File: config.mk
export PLATFORM = sky130hd
export DESIGN_NAME = addsub_seq_flat
export DESIGN_NICKNAME = d
export VERILOG_FILES = /design/src/rtl/addsub_if.sv /design/src/rtl/addsub_seq.sv /design/src/flat_wrapper.sv
export SDC_FILE = /design/constraint.sdc
export NUM_CORES = 1
export LEC_CHECK = 0
export ABC_AREA = 1
export BUFFER_PORTS_ARGS = -buffer_cell sky130_fd_sc_hd__buf_2
export CAP_MARGIN = 20
export CELL_PAD_IN_SITES_DETAIL_PLACEMENT = 2
export CELL_PAD_IN_SITES_GLOBAL_PLACEMENT = 2
export CORE_MARGIN = 8
export CORE_UTILIZATION = 30
export CTS_BUF_LIST = sky130_fd_sc_hd__clkbuf_4
export CTS_CLUSTER_SIZE = 40
export DETAILED_ROUTE_END_ITERATION = 10
export HOLD_SLACK_MARGIN = 0.1
export PLACE_DENSITY = 0.84
export SYNTH_ARGS = -nofsm -noshare
export SYNTH_HDL_FRONTEND = slang
export SYNTH_SLANG_ARGS = --single-unit
export TNS_END_PERCENT = 10
File: constraint.sdc
create_clock -name clk -period 2.62 [get_ports clk]
set_input_delay 0.524 -clock clk [delete_from_list [all_inputs] [get_ports clk]]
set_output_delay 0.524 -clock clk [all_outputs]
set_load 0.01 [all_outputs]
File: src/rtl/addsub_if.sv
// Operand/result bundle for the multi-cycle adder/subtractor addsub_seq.
// The master side issues requests; the slave side (the datapath) returns results and flags.
interface addsub_if #(
    parameter int WIDTH = 16
);
    logic             start;
    logic             op_sub;
    logic [WIDTH-1:0] a;
    logic [WIDTH-1:0] b;
    logic             c_in;
    logic             busy;
    logic             done;
    logic [WIDTH-1:0] result;
    logic             c_out;
    logic             overflow;
    logic             zero;
    logic             negative;

    modport master (
        output start, op_sub, a, b, c_in,
        input  busy, done, result, c_out, overflow, zero, negative
    );

    modport slave (
        input  start, op_sub, a, b, c_in,
        output busy, done, result, c_out, overflow, zero, negative
    );
endinterface

File: src/rtl/addsub_seq.sv
// Chunked multi-cycle WIDTH-bit adder/subtractor with start/busy/done handshake and C/V/Z/N flags.
// Optional ADDSUB_SATURATE_EN: clamp the result to signed max/min on signed overflow.
module addsub_seq #(
    parameter int WIDTH = 16,
    parameter int CHUNK = 4
) (
    input logic     clk,
    input logic     rst,
    addsub_if.slave bus
);
    localparam int NSTEP  = WIDTH / CHUNK;
    localparam int STEP_W = (NSTEP > 1) ? $clog2(NSTEP) : 1;
    localparam logic [STEP_W-1:0] LAST_STEP = STEP_W'(NSTEP - 1);

    localparam logic [1:0] IDLE = 2'd0;
    localparam logic [1:0] BUSY = 2'd1;
    localparam logic [1:0] DONE = 2'd2;

    logic [1:0]        state_r;
    logic [STEP_W-1:0] step_r;
    logic [WIDTH-1:0]  a_r;
    logic [WIDTH-1:0]  b_r;
    logic              carry_r;
    logic              op_sub_r;
    logic [WIDTH-1:0]  acc_r;
    logic              busy_r;
    logic              done_r;
    logic [WIDTH-1:0]  result_r;
    logic              c_out_r;
    logic              overflow_r;
    logic              zero_r;
    logic              negative_r;

    logic [CHUNK-1:0]  a_chunk_s;
    logic [CHUNK-1:0]  b_chunk_s;
    logic [CHUNK:0]    chunk_s;
    logic [WIDTH-1:0]  full_s;
    logic [WIDTH-1:0]  final_s;
    logic              c_fin_s;
    logic              c_msb_s;
    logic              ovf_s;

    function automatic logic [CHUNK:0] chunk_add(
        input logic [CHUNK-1:0] x,
        input logic [CHUNK-1:0] y,
        input logic             cin
    );
        chunk_add = {1'b0, x} + {1'b0, y} + {{CHUNK{1'b0}}, cin};
    endfunction

    // Current chunk sum plus the would-be final result and its signed-overflow status.
    always_comb begin
        a_chunk_s = a_r[int'(step_r) * CHUNK +: CHUNK];
        b_chunk_s = b_r[int'(step_r) * CHUNK +: CHUNK];
        chunk_s   = chunk_add(a_chunk_s, b_chunk_s, carry_r);
        full_s    = acc_r;
        full_s[int'(step_r) * CHUNK +: CHUNK] = chunk_s[CHUNK-1:0];
        c_fin_s   = chunk_s[CHUNK];
        // Carry into the MSB recovered from the MSB sum bit: s = a ^ b ^ c.
        c_msb_s   = a_r[WIDTH-1] ^ b_r[WIDTH-1] ^ full_s[WIDTH-1];
        ovf_s     = c_msb_s ^ c_fin_s;
`ifdef ADDSUB_SATURATE_EN
        // On overflow the operand A sign equals the sign of the true result.
        if (ovf_s) begin
            final_s = a_r[WIDTH-1] ? {1'b1, {(WIDTH-1){1'b0}}} : {1'b0, {(WIDTH-1){1'b1}}};
        end else begin
            final_s = full_s;
        end
`else
        final_s = full_s;
`endif
    end

    // Control FSM, operand latch, chunk accumulator and registered result/flags.
    always_ff @(posedge clk) begin
        if (rst) begin
            state_r    <= IDLE;
            step_r     <= {STEP_W{1'b0}};
            a_r        <= {WIDTH{1'b0}};
            b_r        <= {WIDTH{1'b0}};
            carry_r    <= 1'b0;
            op_sub_r   <= 1'b0;
            acc_r      <= {WIDTH{1'b0}};
            busy_r     <= 1'b0;
            done_r     <= 1'b0;
            result_r   <= {WIDTH{1'b0}};
            c_out_r    <= 1'b0;
            overflow_r <= 1'b0;
            zero_r     <= 1'b0;
            negative_r <= 1'b0;
        end else begin
            done_r <= 1'b0;
            case (state_r)
                IDLE, DONE: begin
                    if (bus.start) begin
                        a_r      <= bus.a;
                        b_r      <= bus.op_sub ? ~bus.b : bus.b;
                        carry_r  <= bus.op_sub ? ~bus.c_in : bus.c_in;
                        op_sub_r <= bus.op_sub;
                        step_r   <= {STEP_W{1'b0}};
                        state_r  <= BUSY;
                        busy_r   <= 1'b1;
                    end else begin
                        state_r  <= IDLE;
                        busy_r   <= 1'b0;
                    end
                end
                BUSY: begin
                    acc_r[int'(step_r) * CHUNK +: CHUNK] <= chunk_s[CHUNK-1:0];
                    carry_r <= chunk_s[CHUNK];
                    if (step_r == LAST_STEP) begin
                        state_r    <= DONE;
                        busy_r     <= 1'b0;
                        done_r     <= 1'b1;
                        result_r   <= final_s;
                        // Subtraction reports borrow, the inverse of the adder carry.
                        c_out_r    <= op_sub_r ^ c_fin_s;
                        overflow_r <= ovf_s;
                        zero_r     <= (final_s == {WIDTH{1'b0}});
                        negative_r <= final_s[WIDTH-1];
                    end else begin
                        step_r     <= step_r + STEP_W'(1);
                    end
                end
                default: begin
                    state_r <= IDLE;
                    busy_r  <= 1'b0;
                end
            endcase
        end
    end

    assign bus.busy     = busy_r;
    assign bus.done     = done_r;
    assign bus.result   = result_r;
    assign bus.c_out    = c_out_r;
    assign bus.overflow = overflow_r;
    assign bus.zero     = zero_r;
    assign bus.negative = negative_r;
endmodule

File: src/flat_wrapper.sv
// flat-port wrapper written by rule: the top's interface ports become plain ports
module addsub_seq_flat 
#(
    parameter int WIDTH = 16,
    parameter int CHUNK = 4
)
  (clk, rst, bus_start, bus_op_sub, bus_a, bus_b, bus_c_in, bus_busy, bus_done, bus_result, bus_c_out, bus_overflow, bus_zero, bus_negative);
  addsub_if #(.WIDTH(WIDTH)) bus_i ();
  input logic clk;
  input logic rst;
  input wire logic [$bits(bus_i.start)-1:0] bus_start;
  input wire logic [$bits(bus_i.op_sub)-1:0] bus_op_sub;
  input wire logic [$bits(bus_i.a)-1:0] bus_a;
  input wire logic [$bits(bus_i.b)-1:0] bus_b;
  input wire logic [$bits(bus_i.c_in)-1:0] bus_c_in;
  output wire logic [$bits(bus_i.busy)-1:0] bus_busy;
  output wire logic [$bits(bus_i.done)-1:0] bus_done;
  output wire logic [$bits(bus_i.result)-1:0] bus_result;
  output wire logic [$bits(bus_i.c_out)-1:0] bus_c_out;
  output wire logic [$bits(bus_i.overflow)-1:0] bus_overflow;
  output wire logic [$bits(bus_i.zero)-1:0] bus_zero;
  output wire logic [$bits(bus_i.negative)-1:0] bus_negative;
  assign bus_i.start = bus_start;
  assign bus_i.op_sub = bus_op_sub;
  assign bus_i.a = bus_a;
  assign bus_i.b = bus_b;
  assign bus_i.c_in = bus_c_in;
  assign bus_busy = bus_i.busy;
  assign bus_done = bus_i.done;
  assign bus_result = bus_i.result;
  assign bus_c_out = bus_i.c_out;
  assign bus_overflow = bus_i.overflow;
  assign bus_zero = bus_i.zero;
  assign bus_negative = bus_i.negative;
  addsub_seq #(.WIDTH(WIDTH), .CHUNK(CHUNK)) u_core (.clk(clk), .rst(rst), .bus(bus_i));
endmodule
==> out/results.txt, run 1 <==
Status -> completed
Drt total wl -> 11.86 mm
Area growth from synthesis to layout -> 21.29%
Post-Syn Nets -> 534
Root Driver -> clkbuf_4
Seq pwr share -> 44.9%
Cells on Worst Hold Path -> 3
Post-DP HPWL -> 8.778 mm
Placed insts -> 679
Synth unique cells -> 36
CTS tree -> done
YS warnings -> 0
Fmax achieved -> 384.8 MHz
Worst hold path type -> primary input to flop
Crit path DAT -> 2.97 ns
Net Switching -> 936.0 uW
Cells after Synth -> 486
Yosys reg bits -> 74
Mapped cell area -> 3585 um2
Hold_buf cts -> 0
Vias -> 3444
Global-route usage over all layers -> 15.29%
Worst Skew -> 0.01599 ns
Syn Area/Cell -> 7.376 um2
Num ports -> 59
Chip height -> 125.3 um
Slew headroom -> 67.87%
Highest-count cells in the layout ignoring fill and taps -> nor2_1 (74), dfxtp_1 (71), nand2_1 (63), o21ai_0 (59), buf_2 (58)
CTS clk-pin slew, worst paths -> 0.13 ns
Area of the core -> 11860 um2
Peak supply drop -> 312.9 uV
Internal Power -> 1872 uW
PwrDens -> 645.7 nW/um2
Net Sw Frac -> 33.34%
First drt pass iteration count -> 4
Crit path time final -> 2.599 ns
Vias in the first global route -> 3918
Slowest-stage cell, CP -> fa_2
WHS Endpoint -> u_core.a_r[4]
Required @ worst endpoint -> 2.99 ns
Initial core utilization -> 30.22%
Antenna-violating nets left -> 0
Reg2reg start -> u_core.step_r[0]
Die area -> 15700 um2
Main synth FF type -> dfxtp_1
Asr flop ratio synth -> 0%
Crit. End Element -> flop
GP Congestion -> 0.8434
EDFF count, synth -> 0
CP Class -> flop to flop
Max Root-Sink Buffers -> 2
Util after Layout -> 36.66%
Initial antenna violation count -> 0
Final Hold Fails -> 0
Layout cells sized above 1 -> 24.19%
Critical-path maximum fanout -> 6
First-pass GRT wire length -> 19.50 mm
Setup-failing EPs final -> 0
Hold WS -> 0.3293 ns
Clk pwr share -> 28.7%
Final std cells w/o fill -> 701
Max-slew violations -> 0
Unrepaired setup endpoints after global routing -> yes
Clock Sinks -> 74
Row cnt -> 40
CP Cell Sequence -> buf_6 -> nor2_2 -> inv_1 -> a32oi_2 -> inv_1 -> fa_2 -> nand3b_1 -> nand2_1 -> inv_2 -> nand2_1 -> nor2_1 -> nand3_1 -> nor2_1 -> nand3_1 -> a21oi_2
Num CTS Buffers -> 9
Post-route clock period utilization -> 99.19%
Total power -> 2808 uW
Largest net degree at the start of global routing -> 52
Setup TNS -> 0 ns
MaxCap Viol Count -> 0
DRT iter0 DRCs -> 122
Via density -> 4.913
Combinational Power Share -> 26.4%
IO Port Bufs -> 58
DRC -> 0
Largest stage delay, worst path -> 0.58 ns
Drt wl/cell -> 16.92 um
Fill cells -> 1430
Min-delay src -> bus_a[4]
R2R setup slack -> 0.02 ns
Clock latency on the worst-skew pair -> 0.44 ns
Final nets -> 597
Ant. Diodes -> 0
CTS H-tree lvls -> 3
Worst R2R End -> u_core.bus.zero
CP Launch Type -> flop
Slew @ Worst Pin -> 0.4820 ns
Die width -> 125.3 um
Gr ovfl total -> 0
Sequential area share after synthesis -> 41.33%
Commonest non-fill, non-tap cell in the layout -> nor2_1
Reg2Reg Depth -> 15
Lkg Pwr -> 0.002048 uW
what timing repair did:
| item | CTS | global route |
|---|---|---|
| gates resized for setup | 11 | 19 |
| pin swaps | 7 | 12 |
| setup endpoints to repair | 2 | 6 |
| setup buffers | 2 | 4 |
cell families (layout without fill, tap and decap cells):
group / Yosys count / count (layout) / share of synthesized area (%)
AND/OR/NAND/NOR: 181 / 181 / 21.57
AO/OA/AOI/OAI: 121 / 121 / 19.23
XOR/XNOR: 19 / 19 / 4.642
buffers and inverters: 80 / 148 / 8.970
flip-flops: 74 / 74 / 41.33
adder cells (fa/ha/maj): 11 / 11 / 4.258
power by group through the flow:
stage / Clock, uW / Sequential (uW) / Combinational [uW]
floorplan: 0 / 1260 / 475
global placement: 0 / 1280 / 633
detailed placement: 0 / 1280 / 677
CTS: 833 / 1260 / 705
global route: 894 / 1270 / 832
finish: 805 / 1260 / 741
cell usage after synthesis (2+ instances only):
cell type | n | area, um2
nor2_1 | 78 | 292.8
dfxtp_1 | 74 | 1481
nand2_1 | 65 | 244.0
o21ai_0 | 61 | 305.3
inv_1 | 47 | 176.4
a21oi_1 | 24 | 120.1
nand3_1 | 24 | 120.1
xnor2_1 | 17 | 148.9
o211ai_1 | 14 | 105.1
buf_2 | 11 | 55.05
clkbuf_1 | 10 | 37.54
ha_1 | 9 | 112.6
inv_2 | 7 | 26.28
o22ai_1 | 6 | 37.54
nand4_1 | 4 | 25.02
nor2_2 | 4 | 25.02
buf_1 | 3 | 11.26
o21ai_1 | 3 | 15.01
a21oi_2 | 2 | 17.52
a32oi_1 | 2 | 17.52
buf_4 | 2 | 15.01
fa_1 | 2 | 40.04
nor2_4 | 2 | 22.52
o21a_1 | 2 | 15.01
xor2_1 | 2 | 17.52
registers in the layout, summed over array words and instances, names as in the netlist:
signal and flops:
u_core.state_r 2, u_core.bus.overflow 1, u_core.op_sub_r 1, u_core.a_r 16
u_core.bus.zero 1, u_core.bus.done 1, u_core.carry_r 1, u_core.acc_r 16
u_core.bus.result 16, u_core.b_r 16, u_core.step_r 2, u_core.bus.c_out 1
metrics by stage:
| step | worst slack, ns | instance area, um2 |
|---|---|---|
| detailed placement | -0.06461 | 4051 |
| floorplan | 0.004883 | 3610 |
| CTS | 0.0005533 | 4262 |
| finish | 0.02128 | 4348 |
| global placement | 0.1027 | 4051 |
| global route | -0.1504 | 4348 |
worst max path at each step:
stage / cells past startpoint / to / start
2_1_floorplan: 18 / u_core.bus.zero / u_core.step_r[0]
3_3_place_gp: 17 / u_core.bus.zero / u_core.step_r[0]
3_5_place_dp: 17 / u_core.bus.zero / u_core.step_r[1]
4_1_cts: 14 / u_core.bus.zero / u_core.step_r[0]
5_1_grt: 16 / u_core.bus.zero / u_core.step_r[0]
6_report: 15 / u_core.bus.zero / u_core.step_r[0]
layout make-up:
type / count / area (um2) / area share, %
Clock buffer: 10 / 75.07 / 1.727
Clock inverter: 6 / 81.33 / 1.871
Inverter: 54 / 210.2 / 4.835
Multi-Input combinational cell: 332 / 1852 / 42.59
Sequential cell: 74 / 1490 / 34.27
Tap cell: 147 / 183.9 / 4.230
Timing Repair Buffer: 78 / 455.4 / 10.47
worst max-delay path, delay by kind of cell, from the launching register on:
| kind | cells | cell delay (ns) |
|---|---|---|
| simple gates | 8 | 0.84 |
| buf+inv | 4 | 0.39 |
| fa+ha+maj | 1 | 0.58 |
| compound gates | 2 | 0.34 |
| flops | 1 | 0.40 |
per-layer routing:
| layer | vias to the layer above | global-route usage (%) | share of wire (%) |
|---|---|---|---|
| met5 | - | 0 | 0 |
| met4 | 0 | 5.587 | 2.0 |
| met3 | 20 | 4.250 | 4.1 |
| met2 | 66 | 27.90 | 52 |
| met1 | 1644 | 16.49 | 42 |
| li1 | 1714 | - | - |
Power figures use the tool's default switching activity.
==> run 2, diff against run 1 <==
- MAX_ROUTING_LAYER: not set -> met4
- clock period: 2.62 -> 2.1 ns (I/O delays scaled with it)
==> run 2 against run 1 <==
  * The flow now finishes with violations (setup timing)
  * Die area is the same
  * Routed wire length grew 13%
  * Register-to-register slack lost 0.55 ns
==> out/results.txt, run 2 (synthesis gave the netlist of run 1 again) <==
Status -> finished, violations left
Failing checks -> setup timing
Commonest non-fill, non-tap cell in the layout -> nor2_1
Post-DP HPWL -> 9.205 mm
Critical Path Stages -> 15
Initial core utilization -> 30.22%
Final nets -> 628
Vias -> 3679
Reg2Reg Depth -> 15
CTS H-tree lvls -> 3
Fmax achieved -> 380.9 MHz
Max Root-Sink Buffers -> 2
Layout cells sized above 1 -> 33.05%
Family with the most delay on the worst path -> simple AND/OR/NAND/NOR gates
Max-slew violations -> 0
End of the critical path -> u_core.bus.zero
Slew headroom -> 69.19%
DRT iter0 DRCs -> 85
Worst Path Buf+Inv -> 2
Crit. End Element -> flop
Reg2reg start -> u_core.step_r[0]
Die area -> 15700 um2
Post-route clock period utilization -> 125.0%
CP Cell Sequence -> nor2_1 -> o22ai_4 -> fa_2 -> inv_2 -> fa_2 -> nor2_4 -> nand3_1 -> nand2_1 -> inv_2 -> nand2_1 -> nor2_1 -> nand3_1 -> nor2_1 -> nand3_1 -> a21oi_2
Critical-path maximum fanout -> 6
Num CTS Buffers -> 9
Slowest-stage cell, CP -> fa_2
Lkg Pwr -> 0.002214 uW
First-pass GRT wire length -> 20.70 mm
Drt total wl -> 13.45 mm
Setup ws final -> -0.5252 ns
Area growth from synthesis to layout -> 33.16%
Slew @ Worst Pin -> 0.4622 ns
Worst Skew -> 0.02479 ns
Largest net degree at the start of global routing -> 49
DRC -> 0
Setup TNS -> -9.388 ns
Num ports -> 59
Root Driver -> clkbuf_4
Clock Sinks -> 74
R2R setup slack -> -0.53 ns
Worst R2R End -> u_core.bus.zero
Crit path time final -> 2.625 ns
Die width -> 125.3 um
MaxCap Viol Count -> 0
Highest-count cells in the layout ignoring fill and taps -> nor2_1 (73), dfxtp_1 (72), buf_2 (58), nand2_1 (54), o21ai_0 (43)
GP Congestion -> 0.8318
Fill cells -> 1358
Hold_buf cts -> 0
Unrepaired setup endpoints after global routing -> yes
Worst hold path type -> primary input to flop
CP Class -> flop to flop
Peak supply drop -> 455.1 uV
CTS tree -> done
Final Hold Fails -> 0
Initial antenna violation count -> 0
Largest stage delay, worst path -> 0.46 ns
IO Port Bufs -> 58
Via density -> 5.026
Clock latency on the worst-skew pair -> 0.47 ns
Crit path DAT -> 3.00 ns
First drt pass iteration count -> 4
Antenna-violating nets left -> 0
Setup-failing EPs final -> 34
PwrDens -> 782.5 nW/um2
Crit. Startpoint -> u_core.step_r[0]
Gr ovfl total -> 0
CP Launch Type -> flop
Final std cells w/o fill -> 732
Required @ worst endpoint -> 2.48 ns
Hold WS -> 0.1874 ns
Chip height -> 125.3 um
Global-route usage over all layers -> 17.08%
CTS clk-pin slew, worst paths -> 0.13 ns
Placed insts -> 707
Area of the core -> 11860 um2
Drt wl/cell -> 18.37 um
Row cnt -> 40
Vias in the first global route -> 4080
Dpl ws -> -0.5076 ns
Cells on Worst Hold Path -> 3
run 2: report_power, final:
part | total [uW] | switching, uW | internal (uW)
clock | 897 | 549 | 348
combinational | 1260 | 730 | 532
sequential | 1580 | 76.3 | 1500
total | 3740 | 1360 | 2380
run 2: final cells by class:
type                       count  area [um2]  share of cell area [%]
inverter                      54       210.2                   4.404
timing repair buffer         109       724.4                   15.18
antenna                        1       2.502                 0.05242
tap                          147       183.9                   3.853
sequential                    74        1489                   31.19
clock buffer                   9       67.56                   1.415
clock inverter                 6       58.81                   1.232
multi-input combinational    332        2037                   42.67
run 2: worst min-delay path by stage:
stage / endpoint / from / slack, ns
after floorplan: u_core.a_r[10] / u_core.a_r[10] / 0.45
after global placement: u_core.bus.result[7] / u_core.bus.result[7] / 0.45
after detailed placement: u_core.bus.result[2] / u_core.bus.result[2] / 0.46
after CTS: u_core.a_r[6] / bus_a[6] / 0.16
after global routing: u_core.a_r[3] / bus_a[3] / 0.19
final: u_core.a_r[6] / bus_a[6] / 0.19
run 2: metal layers:
layer	part of all wire, %	GRT usage [%]
met2	52	30.04
met5	0	-
met1	40	17.24
met4	4.8	10.24
met3	3.4	3.655
run 2: per-stage QoR:
| stage | power [uW] | utilization, % | instance area [um2] |
|---|---|---|---|
| 2_1_floorplan | 2166 | - | 3612 |
| 3_3_place_gp | 2510 | 36.14 | 4287 |
| 3_5_place_dp | 2577 | 36.14 | 4287 |
| 4_1_cts | 3567 | 38.28 | 4541 |
| 5_1_grt | 3927 | 40.22 | 4771 |
| 6_report | 3735 | 40.24 | 4773 |
run 2: repair_timing:
item | in CTS | in global routing
setup buffers | 4 | 6
gates resized for setup | 44 | 44
setup endpoints to repair | 31 | 36
pin swaps | 15 | 12
run 2: worst min-delay path: cells and delay by family:
family                 cells  cell delay, ns
buffers and inverters      1            0.07
and+or+nand+nor            1            0.08
AOI/OAI and AO/OA          1            0.07
==> run 3, diff against run 2 <==
- CELL_PAD_IN_SITES_DETAIL_PLACEMENT: 2 -> 0
- CELL_PAD_IN_SITES_GLOBAL_PLACEMENT: 2 -> 1
- CORE_UTILIZATION: 30 -> 38
==> run 3 against run 2 <==
  * Clock skew down 0.015 ns
  * Non-clock buffer count down 3
  * Flip-flop and latch count unchanged
  * The run still ends with setup timing left
  * Critical path depth unchanged
  * Sequential power about the same
  * Total power down 2.8%
  * Worst hold slack better by 0.051 ns
  * First-iteration DRC count up 28%
  * Combinational power down 12%
  * Global-route usage down 1.8 points
  * Register-to-register slack better by 0.13 ns
==> out/results.txt, run 3 (synthesis gave the netlist of run 1 again) <==
Status -> finished, violations left
Failing checks -> setup timing
Final Hold Fails -> 0
Required @ worst endpoint -> 2.46 ns
Peak supply drop -> 423.0 uV
Net Switching -> 1155 uW
Ant. Diodes -> 0
Worst Skew -> 0.01001 ns
Post-DP HPWL -> 6.677 mm
Antenna-violating nets left -> 0
Top cell by count, worst path -> nor2_1
Post-DP Area -> 4192 um2
PwrDens -> 788.2 nW/um2
Setup TNS -> -4.119 ns
CP Class -> flop to flop
Lkg Pwr -> 0.002195 uW
Final nets -> 625
Setup-failing EPs final -> 27
MaxCap Viol Count -> 0
Crit. End Element -> flop
M3 GR Usage -> 4.260%
CP Cell Sequence -> o21ai_1 -> o22ai_2 -> fa_2 -> inv_2 -> fa_2 -> nor2_4 -> nand2_1 -> nor2_1 -> nor2_2 -> nand2_1 -> nor2_1 -> nand3_1 -> nor2_1 -> nand3_1 -> a21oi_2
Area growth from synthesis to layout -> 28.52%
Largest stage delay, worst path -> 0.57 ns
Hold_buf cts -> 0
Die width -> 113.1 um
CP Launch Type -> flop
First-pass GRT wire length -> 15.64 mm
Vias -> 3382
Chip height -> 113.1 um
Via density -> 4.887
GP Congestion -> 0.8796
Post-route clock period utilization -> 119.0%
Drt total wl -> 9.207 mm
Busiest layer in global routing -> met2
Clk pwr share -> 26.4%
Drt wl/cell -> 13.30 um
Commonest non-fill, non-tap cell in the layout -> nor2_1
Max Root-Sink Buffers -> 2
Met1 Use GR -> 17.65%
Worst hold path type -> primary input to flop
CTS H-tree lvls -> 3
Crit path DAT -> 2.86 ns
Internal Power -> 2476 uW
DRT iter0 DRCs -> 109
First drt pass iteration count -> 6
Die area -> 12800 um2
Critical-path maximum fanout -> 3
Num ports -> 59
Initial antenna violation count -> 0
Combinational Power Share -> 30.5%
Util after Layout -> 50.10%
Fill cells -> 927
Crit path time final -> 2.500 ns
Clock latency on the worst-skew pair -> 0.42 ns
Seq pwr share -> 43.1%
Final Instance Area -> 4607 um2
Clock Sinks -> 74
Max-slew violations -> 0
Gr ovfl total -> 0
GRT met2 Usage -> 25.79%
Vias in the first global route -> 3388
Family with the most delay on the worst path -> adder cells
Slowest-stage cell, CP -> fa_2
Slew @ Worst Pin -> 0.4810 ns
Num CTS Buffers -> 9
Fmax achieved -> 400.0 MHz
Net Sw Frac -> 31.82%
CTS tree -> done
Root Driver -> clkbuf_4
CTS clk-pin slew, worst paths -> 0.12 ns
Dpl ws -> -0.3933 ns
Slew headroom -> 67.93%
Initial core utilization -> 38.98%
DRC -> 0
Layout cells sized above 1 -> 29.95%
Row cnt -> 35
IO Port Bufs -> 58
Largest net degree at the start of global routing -> 66
Worst Path Buf+Inv -> 1
Unrepaired setup endpoints after global routing -> yes
Highest-count cells in the layout ignoring fill and taps -> nor2_1 (75), dfxtp_1 (72), nand2_1 (58), buf_2 (58), o21ai_0 (48)
Setup ws final -> -0.3999 ns
Area of the core -> 9196 um2
Global-route usage over all layers -> 15.28%
[run 3: cell count changes in the layout (fill, tap and decap cells not counted), moves of 3 or more]
cell | before | now
buf_4 | 42 | 39
o21ai_2 | 8 | 2
o21ai_0 | 43 | 48
nand2_1 | 54 | 58
[run 3: final timing paths]
check | slack (ns) | end | from | cells after the start
hold / removal | 0.24 | u_core.a_r[1] | bus_a[1] | 3
setup reg to reg | -0.40 | u_core.bus.zero | u_core.a_r[8] | 15
setup / recovery | -0.40 | u_core.bus.zero | u_core.a_r[8] | 15
hold reg to reg | 0.48 | u_core.bus.result[2] | u_core.bus.result[2] | 2
[run 3: metrics by stage]
| step | power [uW] | hold WS, ns | instances |
|---|---|---|---|
| 3_5_place_dp | 2499 | 0.4617 | 666 |
| 2_1_floorplan | 2166 | 0.4495 | 486 |
| 5_1_grt | 3869 | 0.2301 | 692 |
| 6_report | 3631 | 0.2389 | 692 |
| 3_3_place_gp | 2481 | 0.4563 | 666 |
| 4_1_cts | 3624 | 0.2185 | 690 |
[run 3: timing repair]
| action | CTS | global route |
|---|---|---|
| pin swaps | 21 | 10 |
| gates cloned | 0 | 0 |
| endpoints found under the setup margin | 28 | 34 |
| setup buffers | 9 | 2 |
| resized for setup | 46 | 13 |
[run 3: final cells by class]
cell class / instances / area (um2) / share of cell area [%]
clock inverters: 6 / 82.58 / 1.793
clock buffers: 9 / 67.56 / 1.467
well taps: 111 / 138.9 / 3.015
inverters: 54 / 205.2 / 4.454
multi-input cells: 332 / 1929 / 41.88
flip-flops and latches: 74 / 1486 / 32.27
repair buffers: 106 / 696.9 / 15.13
[run 3: power groups by stage]
stage	Combinational [uW]	Clock [uW]	Sequential (uW)
global route	1240	1060	1580
detailed placement	908	0	1590
finish	1110	960	1560
CTS	1070	994	1560
floorplan	593	0	1570
global placement	892	0	1590
[run 3: worst min-delay path, cell delays in order]
cell and delay (ns):
buf_2 0.07, o21ai_0 0.07, nor2_1 0.07
[run 3: layer usage]
metal | up-vias | part of all wire (%)
met2 | 75 | 48
met4 | 0 | 0.78
met1 | 1532 | 46
met5 | - | 0
met3 | 8 | 5.1
li1 | 1767 | -
